### config.mk
export PLATFORM = sky130hd
export DESIGN_NAME = card_game_ctrl
export DESIGN_NICKNAME = d
export VERILOG_FILES = /design/src/rtl/card_game_ctrl.sv
export SDC_FILE = /design/constraint.sdc
export NUM_CORES = 1
export LEC_CHECK = 0
export CAP_MARGIN = 20
export CORE_UTILIZATION = 30
export CTS_CLUSTER_DIAMETER = 100
export CTS_CLUSTER_SIZE = 14
export DETAILED_ROUTE_END_ITERATION = 10
export GPL_ROUTABILITY_DRIVEN = 0
export MAX_ROUTING_LAYER = met4
export SLEW_MARGIN = 20
export SYNTH_ARGS = -nofsm -noshare
export SYNTH_HDL_FRONTEND = slang
export SYNTH_SLANG_ARGS = --single-unit
### constraint.sdc
create_clock -name clk -period 8.1 [get_ports clk]
set_input_delay 0.81 -clock clk [delete_from_list [all_inputs] [get_ports clk]]
set_output_delay 0.81 -clock clk [all_outputs]
set_load 0.005 [all_outputs]
### src/rtl/card_game_ctrl.sv
// card_game_ctrl: 4x4 memory-card game controller (cursor, flips, pair compare, mismatch display)
module card_game_ctrl #(
    parameter int SHOW_TICKS = 25_000_000,
    parameter int MOVES_W    = 8
) (
    input  logic               clk,
    input  logic               rst_n,
    input  logic               btn_up,
    input  logic               btn_down,
    input  logic               btn_left,
    input  logic               btn_right,
    input  logic               btn_sel,
    input  logic               btn_start,
    output logic [3:0]         cursor,
    output logic [15:0]        face_up,
    output logic [15:0]        matched,
    output logic [3:0]         pairs_found,
    output logic [MOVES_W-1:0] moves,
    output logic [3:0]         seed,
    output logic [2:0]         state,
    output logic               game_won
);
    localparam int TW = SHOW_TICKS > 1 ? $clog2(SHOW_TICKS) : 1;
    localparam logic [TW-1:0] SHOW_LAST = TW'(SHOW_TICKS - 1);

    typedef enum logic [2:0] {
        IDLE    = 3'd0,
        PICK1   = 3'd1,
        PICK2   = 3'd2,
        COMPARE = 3'd3,
        SHOW    = 3'd4,
        WIN     = 3'd5
    } state_t;

    state_t             state_q, state_d;
    logic [3:0]         cursor_q, cursor_d;
    logic [3:0]         first_q, first_d;
    logic [3:0]         second_q, second_d;
    logic [3:0]         seed_q, seed_d;
    logic [3:0]         free_q, free_d;
    logic [3:0]         pairs_q, pairs_d;
    logic [15:0]        face_q, face_d;
    logic [15:0]        matched_q, matched_d;
    logic [MOVES_W-1:0] moves_q, moves_d;
    logic [TW-1:0]      timer_q, timer_d;
    logic [3:0]         sum_first, sum_second, cursor_mv;
    logic [1:0]         row, col;
    logic               pick, same_sym, can_move;

    // Symbol is the top three bits of (position + seed) mod 16, so each pair is two adjacent rotated slots.
    assign sum_first  = first_q + seed_q;
    assign sum_second = second_q + seed_q;
    assign same_sym   = sum_first[3:1] == sum_second[3:1];
    assign pick       = btn_sel && !face_q[cursor_q];
    assign can_move   = state_q == PICK1 || state_q == PICK2 || state_q == SHOW;
    assign row        = cursor_q[3:2];
    assign col        = cursor_q[1:0];
    assign cursor_mv  = btn_up    ? {row - 2'd1, col} :
                        btn_down  ? {row + 2'd1, col} :
                        btn_left  ? {row, col - 2'd1} :
                        btn_right ? {row, col + 2'd1} : cursor_q;

    // State register
    always_ff @(posedge clk) begin
        if (!rst_n) state_q <= IDLE;
        else        state_q <= state_d;
    end

    // Next-state logic; start overrides every state
    always_comb begin
        state_d = state_q;
        if (btn_start) state_d = PICK1;
        else begin
            case (state_q)
                PICK1:   if (pick) state_d = PICK2;
                PICK2:   if (pick) state_d = COMPARE;
                COMPARE: state_d = same_sym ? (pairs_q == 4'd7 ? WIN : PICK1) : SHOW;
                SHOW:    if (timer_q == '0) state_d = PICK1;
                default: state_d = state_q;
            endcase
        end
    end

    // Outputs decoded from state
    always_comb begin
        game_won = state_q == WIN;
    end

    // Datapath registers
    always_ff @(posedge clk) begin
        if (!rst_n) begin
            cursor_q  <= '0;
            first_q   <= '0;
            second_q  <= '0;
            seed_q    <= '0;
            free_q    <= '0;
            pairs_q   <= '0;
            face_q    <= '0;
            matched_q <= '0;
            moves_q   <= '0;
            timer_q   <= '0;
        end else begin
            cursor_q  <= cursor_d;
            first_q   <= first_d;
            second_q  <= second_d;
            seed_q    <= seed_d;
            free_q    <= free_d;
            pairs_q   <= pairs_d;
            face_q    <= face_d;
            matched_q <= matched_d;
            moves_q   <= moves_d;
            timer_q   <= timer_d;
        end
    end

    // Datapath next values; selection always uses the pre-move cursor
    always_comb begin
        free_d    = free_q + 4'd1;
        cursor_d  = cursor_q;
        first_d   = first_q;
        second_d  = second_q;
        seed_d    = seed_q;
        pairs_d   = pairs_q;
        face_d    = face_q;
        matched_d = matched_q;
        moves_d   = moves_q;
        timer_d   = timer_q;
        if (btn_start) begin
            seed_d    = free_q;
            cursor_d  = '0;
            pairs_d   = '0;
            face_d    = '0;
            matched_d = '0;
            moves_d   = '0;
        end else begin
            if (can_move) cursor_d = cursor_mv;
            case (state_q)
                PICK1: if (pick) begin
                    face_d[cursor_q] = 1'b1;
                    first_d          = cursor_q;
                end
                PICK2: if (pick) begin
                    face_d[cursor_q] = 1'b1;
                    second_d         = cursor_q;
                    moves_d          = &moves_q ? moves_q : moves_q + MOVES_W'(1);
                end
                COMPARE: if (same_sym) begin
                    matched_d[first_q]  = 1'b1;
                    matched_d[second_q] = 1'b1;
                    pairs_d             = pairs_q + 4'd1;
                end else timer_d = SHOW_LAST;
                SHOW: if (timer_q == '0) begin
                    face_d[first_q]  = 1'b0;
                    face_d[second_q] = 1'b0;
                end else timer_d = timer_q - TW'(1);
                default: timer_d = timer_q;
            endcase
        end
    end

    assign cursor      = cursor_q;
    assign face_up     = face_q;
    assign matched     = matched_q;
    assign pairs_found = pairs_q;
    assign moves       = moves_q;
    assign seed        = seed_q;
    assign state       = state_q;
endmodule

-- Yosys cells after proc, flatten, opt, wreduce, memory -nomap -nowiden
Cells that the tools add are included.
- add/sub/neg operators: 10
- order comparisons: 6
- eq/ne operators: 16
- muxes and demuxes: 25
- bitwise logic cells: 12
- reductions and logical operators: 27
- operator list (cell ; number):
    $mux W25 ; 2
    $pmux W25 S2 ; 1
    $or A16 B16 Y16 ; 3
    $and A16 B16 Y16 ; 2
    $mux W16 ; 2
    $not A16 Y16 ; 2
    $pmux W16 S2 ; 1
    $logic_not A25 Y1 ; 1
    $sub A25 B1 Y25 const B ; 1
    $reduce_and A4 Y1 ; 4
    $lt A4 B5 Y1 const B ; 3
    $mux W3 ; 5
    $demux W1 S4 ; 3
    $ge A4 B1 Y1 const B ; 3
    $pmux W3 S4 ; 1
    $reduce_and A3 Y1 ; 4
    $add A4 B1 Y4 const B ; 2
    $add A4 B4 Y4 ; 2
    $add A8 B1 Y8 const B ; 1
    $mux W4 ; 2
    $ne A2 B2 Y1 const B ; 4
    $reduce_and A8 Y1 ; 1
    $reduce_bool A2 Y1 ; 4
    $eq A3 B2 Y1 const B ; 2
    20 further kinds ; 40
- register bits after elaboration: 92
- input port bits: 8
- output and inout port bits: 56
- word-level logic and storage cells: 109

-- Longest topological paths before layout
- depth after elaboration: 9
- depth in mapped cells: 10
- gate-level depth less buffers: 8

-- Worst setup path after synthesis
Ideal clock, no wire load.
- path kind: register to register
- start: reg seed_q[1] (netlist: seed[1])
- end: reg matched_q[10] (netlist: matched[10])
- setup time: 0.065 ns
- data arrival time: 2.534 ns
- required time: 8.035 ns
- setup slack: 5.500 ns
- cell stages (with the launch flop): 11
- path buffers: 2
- clock period less this slack: 2.600 ns
- cell sequence: dfxtp_1 -> inv_1 -> fa_1 -> xnor2_1 -> a2111oi_0 -> nand4bb_1 -> nand2_1 -> clkbuf_1 -> clkbuf_1 -> a21oi_1 -> nor2_1
- word-level cells in the longest chain between the ends: 3
- elaborated cells on any way between the ends: 4
- classes of those cells: add/sub (2); eq/ne (1); reduce/logical (1)
- RTL lines (what ; line ; RTL):
    start: declaration ; 39 ; logic [3:0] seed_q, seed_d;
    start signal: assignment ; 95 ; seed_q <= '0;
    start signal: assignment ; 106 ; seed_q <= seed_d;
    $add A4 B4 Y4 (on tied branches) ; 51, 52 ;
    $eq A3 B3 Y1 (*) ; 53 ; assign same_sym = sum_first[3:1] == sum_second[3:1];
    $reduce_and A2 Y1 (no line) (*) ; n/a ;
    end signal: assignment ; 110 ; matched_q <= matched_d;
    end: declaration ; 43 ; logic [15:0] matched_q, matched_d;
Every way passes the cells marked *; elsewhere a longest branch is shown, timed or not.
A chain may end at the register's enable or synchronous reset.

-- Final worst setup path
- start: in btn_start
- end: reg timer_q[13]
- word-level cells in the longest chain between the ends: 2
- RTL lines (what ; line ; RTL):
    start: declaration ; 13 ; input logic btn_start,
    $not A1 Y1 (no line) ; n/a ;
    $reduce_and A4 Y1 (no line) ; n/a ;
    end signal: assignment ; 112 ; timer_q <= timer_d;
    end: declaration ; 45 ; logic [TW-1:0] timer_q, timer_d;
No other way between the ends.

==> summary.md <==
| Metric | Value |
|---|---|
| Tcrit/Tclk final | `between 40% and 50%` |
| Clock power share | `between 40 and 50%` |
| Die Area | `~16000 um^2` |
| Met3 routed WL | `~730 um` |
| Largest net degree at the start of global routing | `52` |
| Crit path cell chain | `clkdlybuf4s50_1 > a21oi_1 > o2111ai_1 > or3_1 > or3_1 > a31oi_1` |
| Via Count | `4496` |
| CP max stage cell | `a21oi_1` |
| Setup TNS | `0 ps` |
| Area fraction in compound gates after synthesis | `23.6%` |
| Total wire length | `roughly 13000 um` |
| Hold_buf cts | `0` |
| Core ar. | `~15000 um^2` |
| Reg power frac | `between 40% and 50%` |
| Number of flops mapped to enable cells by yosys | `0` |
| Crit path kind | `in2reg` |
| Diodes inserted | `0` |
| Final net count | `between 600 and 700` |
| Vias in the first global route | `~4300` |
| Post-DP HPWL | `roughly 9600 um` |
| Simple-Gate Fraction of Synth Area | `22.4%` |
| Slew HR | `28.4%` |
| Initial antenna violation count | `0` |
| Worst reg2reg setup slack | `approximately 4600 ps` |
| Clock root buffer | `clkbuf_16` |
| GRT overflow | `0` |
| Hold Crit Class | `reg2reg` |
| Final setup violating endpoints | `0` |
| Mapped Area | `roughly 4700 um^2` |
| RSZ-0062 raised after global routing | `false` |
| Post-place instance area | `around 5500 um^2` |
| Multiplexer area fraction after synthesis | `3.80%` |
| Fraction of final layout cells sized beyond drive strength 1 | `between 5 and 6%` |
| Final Max Slew Viols | `0` |
| Total of max-cap violations | `0` |
| First-iteration detailed-routing DRC count | `between 400 and 500` |
| Syn avg cell area | `roughly 8.6 um^2` |
| CTS tree | `built` |
| Internal power | `between 700 and 800 uW` |
| Vias per std cell | `~5.5` |
| Clk_skew | `roughly 12 ps` |
| H-tree depth | `3` |
| Slowest cell delay on critical path | `~800 ps` |
| Crit path top cell by count | `or3_1` |
| Largest family of logic cells by synthesized area | `compound AO/OA/AOI/OAI gates` |
| Worst-Margin Slew | `1070 ps` |
| Top FF cell, synth | `dfxtp_1` |
| Critical path endpoint category | `flop` |
| DR WL met2 | `6120 um` |
| Top-Level Pins | `64` |
| First-pass GRT wire length | `roughly 22000 um` |
| Design area | `between 5000 and 6000 um^2` |
| Syn_nets | `575` |
| Power Dens Cells | `167 nW/um^2` |
| Setup Buffers After CTS | `0` |
| Sw Pwr | `234 uW` |
| Post-Synth XOR/XNOR Area | `3.51%` |
| Synth async-reset ratio | `0%` |
| Status | `complete, no violations` |
| Sequential cell area fraction in the yosys report | `around two fifths` |
| Max Root-Sink Buffers | `2` |
| GRT Util Overall | `17.5%` |
| WP data required | `8380 ps` |
| Post-synthesis instance total | `~550` |
| CTS buffer count | `9` |
| Highest routed layer | `met4` |
| Gate power share | `6.7%` |
| # rows | `45` |
| Met1 wire length | `a little under 6000 um` |
| Clk sinks | `92` |
| Most frequent cells in the layout | `92 x dfxtp_1, 63 x clkdlybuf4s50_1, 55 x a21oi_1, 46 x nor2_1, 36 x o21ai_0` |
| Reg clk slew, reported paths | `about 70 ps` |
| Critical path arrival | `about 4000 ps` |
| Initial core utilization | `between 30% and 40%` |
| Post-route ant nets | `0` |
| DRC Markers | `0` |
| Netlist cell types | `60` |
| CP top delay family | `compound AO/OA/AOI/OAI gates` |
| Wirelength per Cell | `~16 um` |
| Number of fill cells in the layout | `around 1600` |
| Startpoint types | `input port` |
| Maximum fanout along the worst path | `14` |
| CP bufs+invs | `1` |
| Cts repair resizes | `0` |
| Pleak | `0.00200 uW` |
| Die Span X | `roughly 130 um` |
| Sw Ratio | `24.0%` |
| Synth warn | `0` |
| DRT Pass-1 Iters | `4` |
| Final hold violations | `0` |
| Maximum VDD drop | `103 uV` |
| Hold Worst Slack | `468 ps` |
| Area growth, synth to finish | `23.2%` |
| Clock latency on the worst-skew pair | `between 300 and 400 ps` |
| Fraction of the mapped netlist area in adder cells | `around 4.3%` |
| Register bit total from synthesis | `92` |
| DIE HEIGHT | `about 130 um` |
| Fin crit period | `between 3000 and 4000 ps` |
| IO Port Bufs | `between 60 and 70` |
| Highest Clock Rate | `276 MHz` |
| Commonest non-fill, non-tap cell in the layout | `dfxtp_1` |
state kept, by name, summed over array words and instances (netlist names), 8 cells and up:
signal	cells
face_up	16
matched	16
moves	8
timer_q	25
final timing paths:
path / startpoint / end / cells past startpoint
worst max-delay path: btn_start / timer_q[13]$_SDFFE_PN0P_ / 6
worst min-delay path: matched[5]$_SDFFE_PP0P_ / matched[5]$_SDFFE_PP0P_ / 2
worst max register to register: state[2]$_SDFFE_PP0P_ / timer_q[13]$_SDFFE_PN0P_ / 6
worst min register to register: matched[5]$_SDFFE_PP0P_ / matched[5]$_SDFFE_PP0P_ / 2
final cells by class:
| class | count | area, um^2 | area share, % |
|---|---|---|---|
| inverters | 10 | 37.5 | 0.643 |
| flip-flops and latches | 92 | 1840 | 31.5 |
| clock inverters | 5 | 58.8 | 1.01 |
| repair buffers | 65 | 646 | 11.1 |
| well taps | 211 | 264 | 4.52 |
| clock buffers | 11 | 253 | 4.33 |
| multi-input cells | 422 | 2740 | 46.9 |
worst register-to-register path, cell delays in order, from the launching register on:
cell	delay [ps]
dfxtp_1	640
or3b_4	530
a21oi_1	690
o2111ai_1	590
or3_1	480
or3_1	300
a31oi_1	160
routing by layer:
layer	track usage [%]	up-vias
met3	3.46	29
met5	-	-
li1	-	2165
met1	21.6	2141
met4	8.44	0
met2	27.3	161
synth_stat cells (all sizes together), types with 2 or more instances:
library cell   n  share of area [%]
dfxtp         92                 39
a21oi         55                5.8
nor2          47                3.7
o21ai         38                4.0
nand2         31                2.5
o21a          21                3.3
clkbuf        17                1.3
o22ai         17                2.2
or4           17                2.9
nand3         15                1.6
ha            13                3.4
nor3          13                1.4
o31ai         13                2.1
or3           12                1.6
a31oi         11                1.5
buf           11                1.4
xnor2         11                2.0
inv           10               0.79
mux2i          9                1.9
nand2b         9                1.2
nand4          9                1.2
xor2           8                1.5
and2           7               0.92
nor4b          6                1.1
a311oi         5               0.92
nor4           4               0.53
or2            4               0.53
a21o           3               0.63
and3           3               0.40
mux4           3                1.4
nand3b         3               0.48
nand4b         3               0.55
nor2b          3               0.40
a41oi          2               0.37
and4           2               0.37
fa             2               0.85
mux2           2               0.48
o2111ai        2               0.37
o211a          2               0.42
o211ai         2               0.32
kinds of logic after synthesis:
group,count (synthesis)
multiplexers,14
AND/OR/NAND/NOR,194
flip-flops,92
AO/OA/AOI/OAI,180
XOR/XNOR,19
buffers and inverters,38
adder cells (fa/ha/maj),15
power by group through the flow:
stage                     clock [uW]  combinational, uW  sequential (uW)
after floorplan                    0               47.0              473
after global placement             0               63.3              477
after detailed placement           0               64.9              477
after CTS                        455               65.4              466
after global routing             470               72.6              467
final                            442               65.3              467
metrics by stage:
step	std cells	util, %	setup slack [ps]	total power [uW]
floorplan	552	-	5500	520
global placement	800	36.1	4300	540
detailed placement	800	36.1	4160	542
CTS	816	38.1	4530	987
global route	816	38.1	4260	1010
finish	816	38.1	4480	974
No activity file was read; power rests on OpenSTA's default activity.
